$ cat src/rtl/fsum_pkg.sv
// Shared constants, state encoding and binary32 field helpers for the
// fsum_acc streaming accumulator and its adder.
package fsum_pkg;

  localparam logic [7:0]  EXP_INF = 8'hFF;
  localparam logic [31:0] FZERO   = 32'h0000_0000;
  localparam logic [31:0] FNAN    = 32'h7FC0_0000;

  typedef enum logic [1:0] {
    S_IDLE,
    S_ACC,
    S_HOLD
  } fsum_state_t;

  function automatic logic f_sign(input logic [31:0] x);
    return x[31];
  endfunction

  function automatic logic [7:0] f_exp(input logic [31:0] x);
    return x[30:23];
  endfunction

  function automatic logic [22:0] f_mant(input logic [31:0] x);
    return x[22:0];
  endfunction

endpackage

$ cat src/rtl/fsum_acc_fadd.sv
// Combinational binary32 adder: round-to-nearest-even, gradual underflow,
// NaN results are returned as the canonical quiet NaN.
module fadd
  import fsum_pkg::*;
(
  input  logic [31:0] x1,
  input  logic [31:0] x2,
  output logic [31:0] y,
  output logic        ovf
);

  function automatic logic [4:0] lzc27(input logic [26:0] v);
    logic [4:0] n;
    n = 5'd27;
    for (int i = 0; i < 27; i++) begin
      if (v[i]) n = 5'(26 - i);
    end
    return n;
  endfunction

  logic [31:0] a, b;
  logic        x1_nan, x2_nan, x1_inf, x2_inf, lost, rup;
  logic [7:0]  ea, eb, dexp, eam1;
  logic [23:0] ma, mb;
  logic [26:0] big, sml_raw, sml, norm;
  logic [27:0] sum;
  logic [4:0]  lz, sh;
  logic [8:0]  en;
  logic [30:0] mag;

  always_comb begin
    x1_nan = (f_exp(x1) == EXP_INF) && (f_mant(x1) != 23'd0);
    x2_nan = (f_exp(x2) == EXP_INF) && (f_mant(x2) != 23'd0);
    x1_inf = (f_exp(x1) == EXP_INF) && (f_mant(x1) == 23'd0);
    x2_inf = (f_exp(x2) == EXP_INF) && (f_mant(x2) == 23'd0);

    // Order by magnitude so alignment only ever shifts the smaller operand.
    if (x1[30:0] >= x2[30:0]) begin
      a = x1;
      b = x2;
    end else begin
      a = x2;
      b = x1;
    end

    ea      = (f_exp(a) == 8'd0) ? 8'd1 : f_exp(a);
    eb      = (f_exp(b) == 8'd0) ? 8'd1 : f_exp(b);
    ma      = {f_exp(a) != 8'd0, f_mant(a)};
    mb      = {f_exp(b) != 8'd0, f_mant(b)};
    dexp    = ea - eb;
    big     = {ma, 3'b000};
    sml_raw = {mb, 3'b000};
    lost    = 1'b0;
    if (dexp > 8'd26) begin
      sml = {26'd0, |mb};
    end else begin
      lost = |(sml_raw & ~({27{1'b1}} << dexp));
      sml  = (sml_raw >> dexp) | {26'd0, lost};
    end

    if (f_sign(a) == f_sign(b)) sum = {1'b0, big} + {1'b0, sml};
    else                        sum = {1'b0, big} - {1'b0, sml};

    // Left normalisation stops at exponent 1, leaving subnormals in place.
    lz   = lzc27(sum[26:0]);
    eam1 = ea - 8'd1;
    if (sum[27]) begin
      sh   = 5'd0;
      norm = sum[27:1] | {26'd0, sum[0]};
      en   = {1'b0, ea} + 9'd1;
    end else begin
      sh   = ({3'd0, lz} > eam1) ? eam1[4:0] : lz;
      norm = sum[26:0] << sh;
      en   = {1'b0, ea} - {4'd0, sh};
      if (!norm[26]) en = 9'd0;
    end

    // A rounding carry ripples into the exponent field, including to infinity.
    rup = norm[2] && (norm[1] || norm[0] || norm[3]);
    mag = {en[7:0], norm[25:3]} + {30'd0, rup};

    y   = {f_sign(a), mag};
    ovf = 1'b0;
    if (x1_nan || x2_nan || (x1_inf && x2_inf && (f_sign(x1) != f_sign(x2)))) begin
      y = FNAN;
    end else if (x1_inf) begin
      y = x1;
    end else if (x2_inf) begin
      y = x2;
    end else if (sum == 28'd0) begin
      y = {f_sign(x1) & f_sign(x2), 31'd0};
    end else if (en >= 9'd255) begin
      y   = {f_sign(a), EXP_INF, 23'd0};
      ovf = 1'b1;
    end else begin
      ovf = (mag[30:23] == EXP_INF);
    end
  end

endmodule

$ cat src/rtl/fsum_acc.sv
// Streaming binary32 group accumulator in front of fadd; one registered sum
// plus sticky overflow per group. Optional negate input via FSUM_SUB_EN.
module fsum_acc
  import fsum_pkg::*;
(
  input  logic        clk,
  input  logic        rst,
  input  logic        in_valid,
  output logic        in_ready,
  input  logic [31:0] in_data,
  input  logic        in_last,
`ifdef FSUM_SUB_EN
  input  logic        in_sub,
`endif
  output logic        out_valid,
  input  logic        out_ready,
  output logic [31:0] out_data,
  output logic        out_ovf,
  output logic        busy
);

  fsum_state_t state_q, state_d;
  logic        op_v_q, op_v_d, op_last_q, op_last_d, op_first_q, op_first_d;
  logic [31:0] op_data_q, op_data_d, acc_q, acc_d, out_data_q, out_data_d;
  logic        ovf_acc_q, ovf_acc_d, out_ovf_q, out_ovf_d;
  logic [31:0] in_op, sum;
  logic        ovf_c, accept;

`ifdef FSUM_SUB_EN
  assign in_op = {in_data[31] ^ in_sub, in_data[30:0]};
`else
  assign in_op = in_data;
`endif

  fadd u_fadd (
    .x1  (acc_q),
    .x2  (op_data_q),
    .y   (sum),
    .ovf ()
  );

  assign ovf_c = (f_exp(sum) == EXP_INF) && (f_exp(acc_q) != EXP_INF)
              && (f_exp(op_data_q) != EXP_INF);

  // A finished group blocks new input until its result has been taken.
  assign in_ready  = (state_q != S_HOLD) && !(op_v_q && op_last_q);
  assign accept    = in_valid && in_ready;
  assign out_valid = (state_q == S_HOLD);
  assign out_data  = out_data_q;
  assign out_ovf   = out_ovf_q;
  assign busy      = (state_q != S_IDLE) || op_v_q;

  always_comb begin
    state_d    = state_q;
    op_v_d     = accept;
    op_data_d  = op_data_q;
    op_last_d  = op_last_q;
    op_first_d = op_first_q;
    acc_d      = acc_q;
    ovf_acc_d  = ovf_acc_q;
    out_data_d = out_data_q;
    out_ovf_d  = out_ovf_q;

    if (accept) begin
      op_data_d  = in_op;
      op_last_d  = in_last;
      op_first_d = (state_q == S_IDLE);
    end

    // The first element bypasses the adder so -0 and NaN payloads survive.
    if (op_v_q) begin
      acc_d     = op_first_q ? op_data_q : sum;
      ovf_acc_d = !op_first_q && (ovf_acc_q || ovf_c);
    end

    unique case (state_q)
      S_IDLE: if (accept) state_d = S_ACC;
      S_ACC: begin
        if (op_v_q && op_last_q) begin
          state_d    = S_HOLD;
          out_data_d = acc_d;
          out_ovf_d  = ovf_acc_d;
        end
      end
      S_HOLD: if (out_ready) state_d = S_IDLE;
      default: state_d = S_IDLE;
    endcase
  end

  always_ff @(posedge clk) begin
    if (rst) begin
      state_q    <= S_IDLE;
      op_v_q     <= 1'b0;
      op_data_q  <= FZERO;
      op_last_q  <= 1'b0;
      op_first_q <= 1'b0;
      acc_q      <= FZERO;
      ovf_acc_q  <= 1'b0;
      out_data_q <= FZERO;
      out_ovf_q  <= 1'b0;
    end else begin
      state_q    <= state_d;
      op_v_q     <= op_v_d;
      op_data_q  <= op_data_d;
      op_last_q  <= op_last_d;
      op_first_q <= op_first_d;
      acc_q      <= acc_d;
      ovf_acc_q  <= ovf_acc_d;
      out_data_q <= out_data_d;
      out_ovf_q  <= out_ovf_d;
    end
  end

endmodule
$ cat config.mk
export PLATFORM = sky130hd
export DESIGN_NAME = fsum_acc
export DESIGN_NICKNAME = d
export VERILOG_FILES = /design/src/rtl/fsum_pkg.sv /design/src/rtl/fsum_acc_fadd.sv /design/src/rtl/fsum_acc.sv
export SDC_FILE = /design/constraint.sdc
export NUM_CORES = 1
export LEC_CHECK = 0
export CAP_MARGIN = 20
export CORE_ASPECT_RATIO = 1.5
export CORE_MARGIN = 4
export CORE_UTILIZATION = 50
export DETAILED_ROUTE_END_ITERATION = 8
export DONT_BUFFER_PORTS = 1
export HOLD_SLACK_MARGIN = 0.03
export PLACE_DENSITY = 0.7
export SKIP_LAST_GASP = 1
export SLEW_MARGIN = 0
export SYNTH_ARGS = -nofsm -noshare
export SYNTH_HDL_FRONTEND = slang
export SYNTH_SLANG_ARGS = --single-unit
$ cat constraint.sdc
create_clock -name clk -period 23.6 [get_ports clk]
set_clock_uncertainty 0.1 [all_clocks]
set_input_delay 3.54 -clock clk [delete_from_list [all_inputs] [get_ports clk]]
set_output_delay 3.54 -clock clk [all_outputs]
set_load 0.03 [all_outputs]
==> results.md, run 1 <==
- The most frequent cell after synthesis is nand2_1.
- The cell count after synthesis is 2384.
- The initial core utilization is 50.7%.
- The logic depth of the worst register-to-register path is approximately 70.
- The number of H-tree levels is 3.
- Subtracting the final worst setup slack from the clock period gives between 20 and 25 ns.
- Buffers placed on the I/O ports in this run total 0.
- Cells with a size suffix above 1 make up 8.18% of the layout.
- The wire length after detailed routing is 77400 um.
- Hold is met by 0.396 ns.
- The critical path is of the flop to flop type.
- The count of final max-slew check failures is 0.
- Synthesis inferred 103 register bits.
- For this run, global-route usage on met2 was measured as between 60 and 70%.
- The yosys synthesis warning count is 0.
- The insertion delay to the later sink of the worst-skew pair is 0.35 ns.
- The cell chosen for the clock root is clkbuf_16.
- In this run the mean area of a mapped cell was 6.94 um2.
- The critical register-to-register path startpoint is op_data_q[18].
- In this run the critical register-to-register path is captured at acc_q[2].
- The number of distinct library cells after synthesis is ~120.
- In the synthesized netlist, the cells that appear most often are 314 x nand2_1, 235 x nor2_1, 225 x a21oi_1, 124 x o21ai_0, 103 x dfxtp_1.
- The required time reported for the critical path endpoint is between 20 and 25 ns.
- The synthesized design contains 0 enable-type register cells.
- Setup repair after global routing left no endpoint under its margin.
- The via density per instance is 7.15.
- The longest clock path from root to sink contains 2 buffers.
- After synthesis, the share of flip-flops with an asynchronous set or reset is 0%.
- The horizontal die dimension is 157 um.
- The endpoint of the worst hold path is op_data_q[23].
- The number of buffers created by CTS is 9.
- The run finished with clean final reports.
- The tightest min-delay check is of the flop to flop type.
- The CTS tree is built.
- The number of cells on the worst hold path is 2.
- The floorplan has 81 rows.
- Setup violations remaining at the end of the flow were counted as 0.
- For this run, the total global-route usage over all layers was measured as 41.2%.
- The total negative slack is 0 ns.
- The clock-pin slew reported for the worst setup and hold paths after clock tree synthesis is 0.07 ns.
- The worst max-slew margin expressed relative to the limit is 16.4%.
- By area the synthesized netlist is led by dfxtp_1 12%, ha_1 7.6%, nand2_1 7.1%.
- The slowest stage cell on the critical path is o41ai_1.
- In this run the most critical hold path is launched from op_data_q[23].
- On the critical path the largest part of the delay comes from compound AO/OA/AOI/OAI gates.
- The arrival time of the worst setup path is 20.15 ns.
- The type of origin of the critical path is a flop.
- The first global-routing pass estimated 115000 um of wire.
- The number of antenna violations at the first check in global routing is 1.
- Post-CTS timing repair inserted 0 buffers for setup.
- The die covers ~36000 um2.
- Dividing the detail-routed wire length by the instance count gives 28.5 um.
- The most frequently used flop master after synthesis is dfxtp_1.
- The number of sinks driven by the clock tree is 103.
- The aggregate global routing overflow is 0.
- The hold buffer count at CTS is 0.
- The count of antenna-violating nets left after detailed routing is 0.
- The net count of the finished layout is 2434.
- The number of global-route vias before repair is 18600.
- Summing the sequential cell areas from Yosys gives 12.5% of the chip area.
- The met3 layer usage reported by global route is approximately 6.2%.
- Based on the critical path, the design can be clocked at up to 50.0 MHz.
- The measured slew at the worst slew-check pin is 1.25 ns.
- The tool flagged a number of max-cap violations equal to 0.
- The pin count of the biggest net entering global routing is 106.
- On the worst path, the slowest cell contributes a delay of 0.80 ns.
- The half-perimeter wire length after detailed placement is just over 60000 um.
- The final estimated routing congestion in global placement is 1.09.
- In this run the most used layer during global routing was met2.
- The largest driver fanout on the critical path is 54.
- Across all layers, the routed design uses slightly below 20000 vias.
- The chip height is 231 um.
- From synthesis to final layout, the design area changed by 3.42%.
- The count of cells resized by post-cts repair is 0.
- After synthesis, the largest area contributor takes up 12.5% of total cell area.
- The hold violation total from the final report is 0.
- The netlist area before placement is 16500 um2.
- The total area inside the core boundary comes to 32600 um2.
- The violation count after the first detailed-routing iteration is roughly 2500.
- The endpoint class of the critical path is a flop.
- The largest total area in the synthesized netlist belongs to dfxtp_1.
- The pre-antenna-repair detailed-routing pass consisted of 6 iterations.
- The number of buffers and inverters on the critical path is 6.
- Global routing used between 40% and 50% of the available met1 tracks.
- The boundary pin count is 73.
- The worst reg-to-reg setup slack is 3.60 ns.
- The total DRC errors in the routed layout is 0.
- The net count after synthesis is 2525.
- The cell depth of the worst setup path is 68.
- The post-route fraction of the period consumed by the critical path is between 80% and 90%.
[worst reg2reg max path: cells and delay by family (launching register included)]
family,cells,cell delay [ns]
compound gates,31,9.89
simple gates,22,5.17
fa+ha+maj,6,1.99
buf+inv,6,1.28
flops,1,0.62
mux,1,0.51
xor+xnor,2,0.31
[layout make-up]
type / count / area (um2)
antenna: 1 / 2.50
clock buffer: 10 / 239
clock inverter: 6 / 60.1
fill: 3310 / 15500
inverter: 100 / 378
multi-input combinational: 2032 / 13500
sequential: 103 / 2060
tap: 415 / 519
timing repair buffer: 47 / 350
[cell families (layout without fill, tap and decap cells)]
family,Yosys count,count (layout),synth area share [%]
adders and majority gates,105,105,8.06
other,0,1,0
and+or+nand+nor,929,929,27.1
xor gates and xnor gates,78,78,4.26
muxes,128,128,9.55
AOI/OAI and AO/OA,792,792,32.5
DFF,103,103,12.5
buffers and inverters,249,163,6.10
[sequential cells by signal, indices dropped and copies added (netlist names)]
signal / flops
op_last_q: 1
op_data_q: 32
op_v_q: 1
out_ovf: 1
state_q: 2
ovf_acc_q: 1
op_first_q: 1
acc_q: 32
out_data: 32
[stage by stage]
stage	util [%]	area (um2)	setup slack [ns]	std cells
floorplan	-	16500	7.07	2384
global placement	51.5	16800	4.49	2695
detailed placement	51.5	16800	4.23	2695
CTS	52.4	17100	4.17	2711
global route	52.4	17100	2.49	2714
finish	52.4	17100	3.60	2714
[layer usage]
metal	vias up	part of all wire, %
met3	367	8.5
met2	1195	47
li1	8700	-
met1	9146	35
met5	-	0
met4	0	9.1
[worst max-delay path by stage]
stage | start | end | slack [ns]
after floorplan | op_data_q[25] | ovf_acc_q | 7.07
after global placement | op_data_q[18] | out_data[14] | 4.49
after detailed placement | op_data_q[18] | ovf_acc_q | 4.23
after CTS | op_data_q[18] | ovf_acc_q | 4.17
after global routing | op_data_q[18] | ovf_acc_q | 2.49
final | op_data_q[18] | acc_q[2] | 3.60
[cells in the final DEF, fill, tap and decap left out, types with 23 or more instances in the layout]
cell	n
nand2_1	313
nor2_1	234
a21oi_1	225
o21ai_0	124
dfxtp_1	102
ha_1	99
inv_1	97
mux2i_1	84
nand3_1	71
a211oi_1	62
nor3_1	58
xnor2_1	56
buf_4	45
o211ai_1	44
a31oi_1	34
nor4_1	33
nand4_1	31
a22oi_1	31
a21o_1	30
nand2b_1	29
o22ai_1	23
Power of run 1 is not shown: default switching activity piles up to over one toggle a cycle in this logic, so the estimate is an artifact.
==> run 2, diff against run 1 <==
==> constraint.sdc (replaced) <==
create_clock -name clk -period 20.1 [get_ports clk]
set_clock_uncertainty 0.1 [all_clocks]
set_input_delay 3.015 -clock clk [delete_from_list [all_inputs] [get_ports clk]]
set_output_delay 3.015 -clock clk [all_outputs]
set_load 0.03 [all_outputs]
==> run 2 against run 1 <==
  * The run now ends with DRC left
  * Critical path depth increased by 7
  * First-iteration DRC count increased by 3.4%
  * Flip-flop and latch count unchanged
  * Via count increased by 1.8%
  * Critical path type unchanged
  * Highest routed layer unchanged
==> results.md, run 2 (synthesis results as in run 1) <==
- The run finished, with violations left.
- The checks that failed: DRC.
- 0 antenna diodes ended up in the layout.
- The count of antenna-violating nets left after detailed routing is 0.
- The measured slew at the worst slew-check pin is 1.13 ns.
- Once layout is done, the placed cells without fillers occupy 17500 um2.
- Measured along the x axis, the die boundary spans between 150 and 200 um.
- The area of the core region is 32600 um2.
- The largest driver fanout on the critical path is 20.
- The count of standard-cell rows is 81.
- Counting I/O delays and the setup requirement, the final critical path takes 18.35 ns.
- Leaving out filler cells and counting taps, the final layout contains around 2800.
- Once placement completed, the tool counted placed cells totaling 2744.
- The worst hold path belongs to the class flop to flop.
- The total DRC errors in the routed layout is 1.
- On the critical path, the stage with the largest delay is an instance of dfxtp_1.
- Headroom to the max-slew limit came out at 24.1%.
- The net count of the finished layout is around 2500.
- The cell family contributing the most delay on the critical path is compound AO/OA/AOI/OAI gates.
- The footprint of the multi-input gates is 13500 um2.
- The clock-pin slew reported for the worst setup and hold paths after clock tree synthesis is 0.08 ns.
- Buffers placed on the I/O ports in this run total 0.
- Data on the critical path arrives at its endpoint at 18.46 ns.
- The post-route netlist has 10.1% of its cells at a drive strength greater than 1.
- The insertion delay to the later sink of the worst-skew pair is about 0.37 ns.
- The die footprint is 36100 um2.
- Counting cells, the worst reg-to-reg path comes to 75.
- The final estimated routing congestion in global placement is 1.07.
- The endpoint class of the critical path is a flop.
- Static timing analysis puts the maximum clock frequency at 54.5 MHz.
- The number of buffer and inverter instances along the worst setup path is 10.
- The routed length per placed instance is 28.5 um.
- The count of cells resized by post-cts repair is 0.
- The count of final max-slew check failures was 0.
- The number of antenna violations at the first check in global routing was 0.
- In this run, the number of DRC markers left after iteration 0 of detailed routing was around 2500.
- The hold buffer count at CTS is 0.
- The area overhead of the layout relative to synthesis is 5.76%.
- The storage element area is 2060 um2.
- The first global-routing pass estimated 117000 um of wire.
- The initial core utilization is 50.7%.
- Wires add up to 78600 um.
- Setup repair after global routing left no endpoint under its margin.
- The via density per instance is 7.16.
- Buffers inserted during clock tree synthesis total 9.
- The number of cells on the worst hold path is 2.
- The clock tree synthesis step divided the H-tree into 3 levels.
- The aggregate global routing overflow is 0.
- The longest individual stage delay on the worst path is between 0.6 and 0.7 ns.
- Fill cells in the final layout number roughly 3300.
- The max-capacitance violation count is 0.
- The final count of negative-setup-slack endpoints is 0.
- In this run the number of cells on the critical path is 75.
- The boundary pin count is between 70 and 80.
- Leaving out fill and tap cells, the most frequent cell in the layout is nand2_1.
- The most frequent cell on the critical path is a21oi_1.
- The clock passes through at most 2 buffers.
- The number of global-route vias before repair is approximately 19000.
- At the worst endpoint, the required time is 20.21 ns.
- Leaving out fill and tap cells, the most frequent cells in the layout are 313 x nand2_1, 233 x nor2_1, 225 x a21oi_1.
- The pin count of the biggest net entering global routing is 106.
- The total negative slack is 0 ns.
- The half-perimeter wire length after detailed placement is 61600 um.
- For this run, the detailed router's first-pass iteration total came to 9.
- The cell chosen for the clock root is clkbuf_16.
- Of the available clock period, the critical path in the final layout requires 91.3%.
- The floorplan step set the die height to ~230 um.
- The hold violation total from the final report is 0.
- The CTS tree is built.
- The total routing usage reported by global routing is a little over two fifths.
- Counting every sink on the clock net gives 103.
- The post-CTS setup buffer count is 0.
- The start-to-end type of the worst setup path is flop to flop.
- The placed instances occupy a cell area of about 17000 um2.
- The via count is 19800.
- The type of origin of the critical path is a flop.
-- run 2: final timing paths --
path | slack (ns) | to | from
worst max-delay path | 1.75 | out_data[14] | op_data_q[9]
worst min-delay path | 0.40 | op_data_q[23] | op_data_q[23]
worst max register to register | 1.75 | out_data[14] | op_data_q[9]
worst min register to register | 0.40 | op_data_q[23] | op_data_q[23]
-- run 2: area by class of cell --
cell class	instances	area share, %
clock buffers	9	1.29
flip-flops and latches	103	11.8
inverters	100	2.16
multi-input cells	2032	77.1
well taps	415	2.97
repair buffers	95	4.08
clock inverters	7	0.565
-- run 2: worst register-to-register path, delay by kind of cell (launching register included) --
kind	cells	cell delay [ns]
AO/OA/AOI/OAI	29	7.42
XOR/XNOR	3	0.47
adder cells (fa/ha/maj)	7	2.08
buffers and inverters	10	1.67
flip-flops	1	0.64
multiplexers	2	0.80
AND/OR/NAND/NOR	24	5.02
-- run 2: stage by stage --
step                util, %  worst slack [ns]  hold slack [ns]
floorplan                 -              3.57            0.354
global placement       52.6              2.45            0.370
detailed placement     52.6              2.12            0.382
CTS                    53.6              2.07            0.394
global route           53.6             0.519            0.431
finish                 53.6              1.75            0.397
-- run 2: routing by layer --
metal	vias up	part of all wire, %	track usage [%]
met5	-	0	0
met4	0	9.4	30.0
met3	437	9.4	7.63
met2	1337	46	69.0
met1	9202	35	48.6
li1	8788	-	-
Power of run 2 is left out for the same reason.
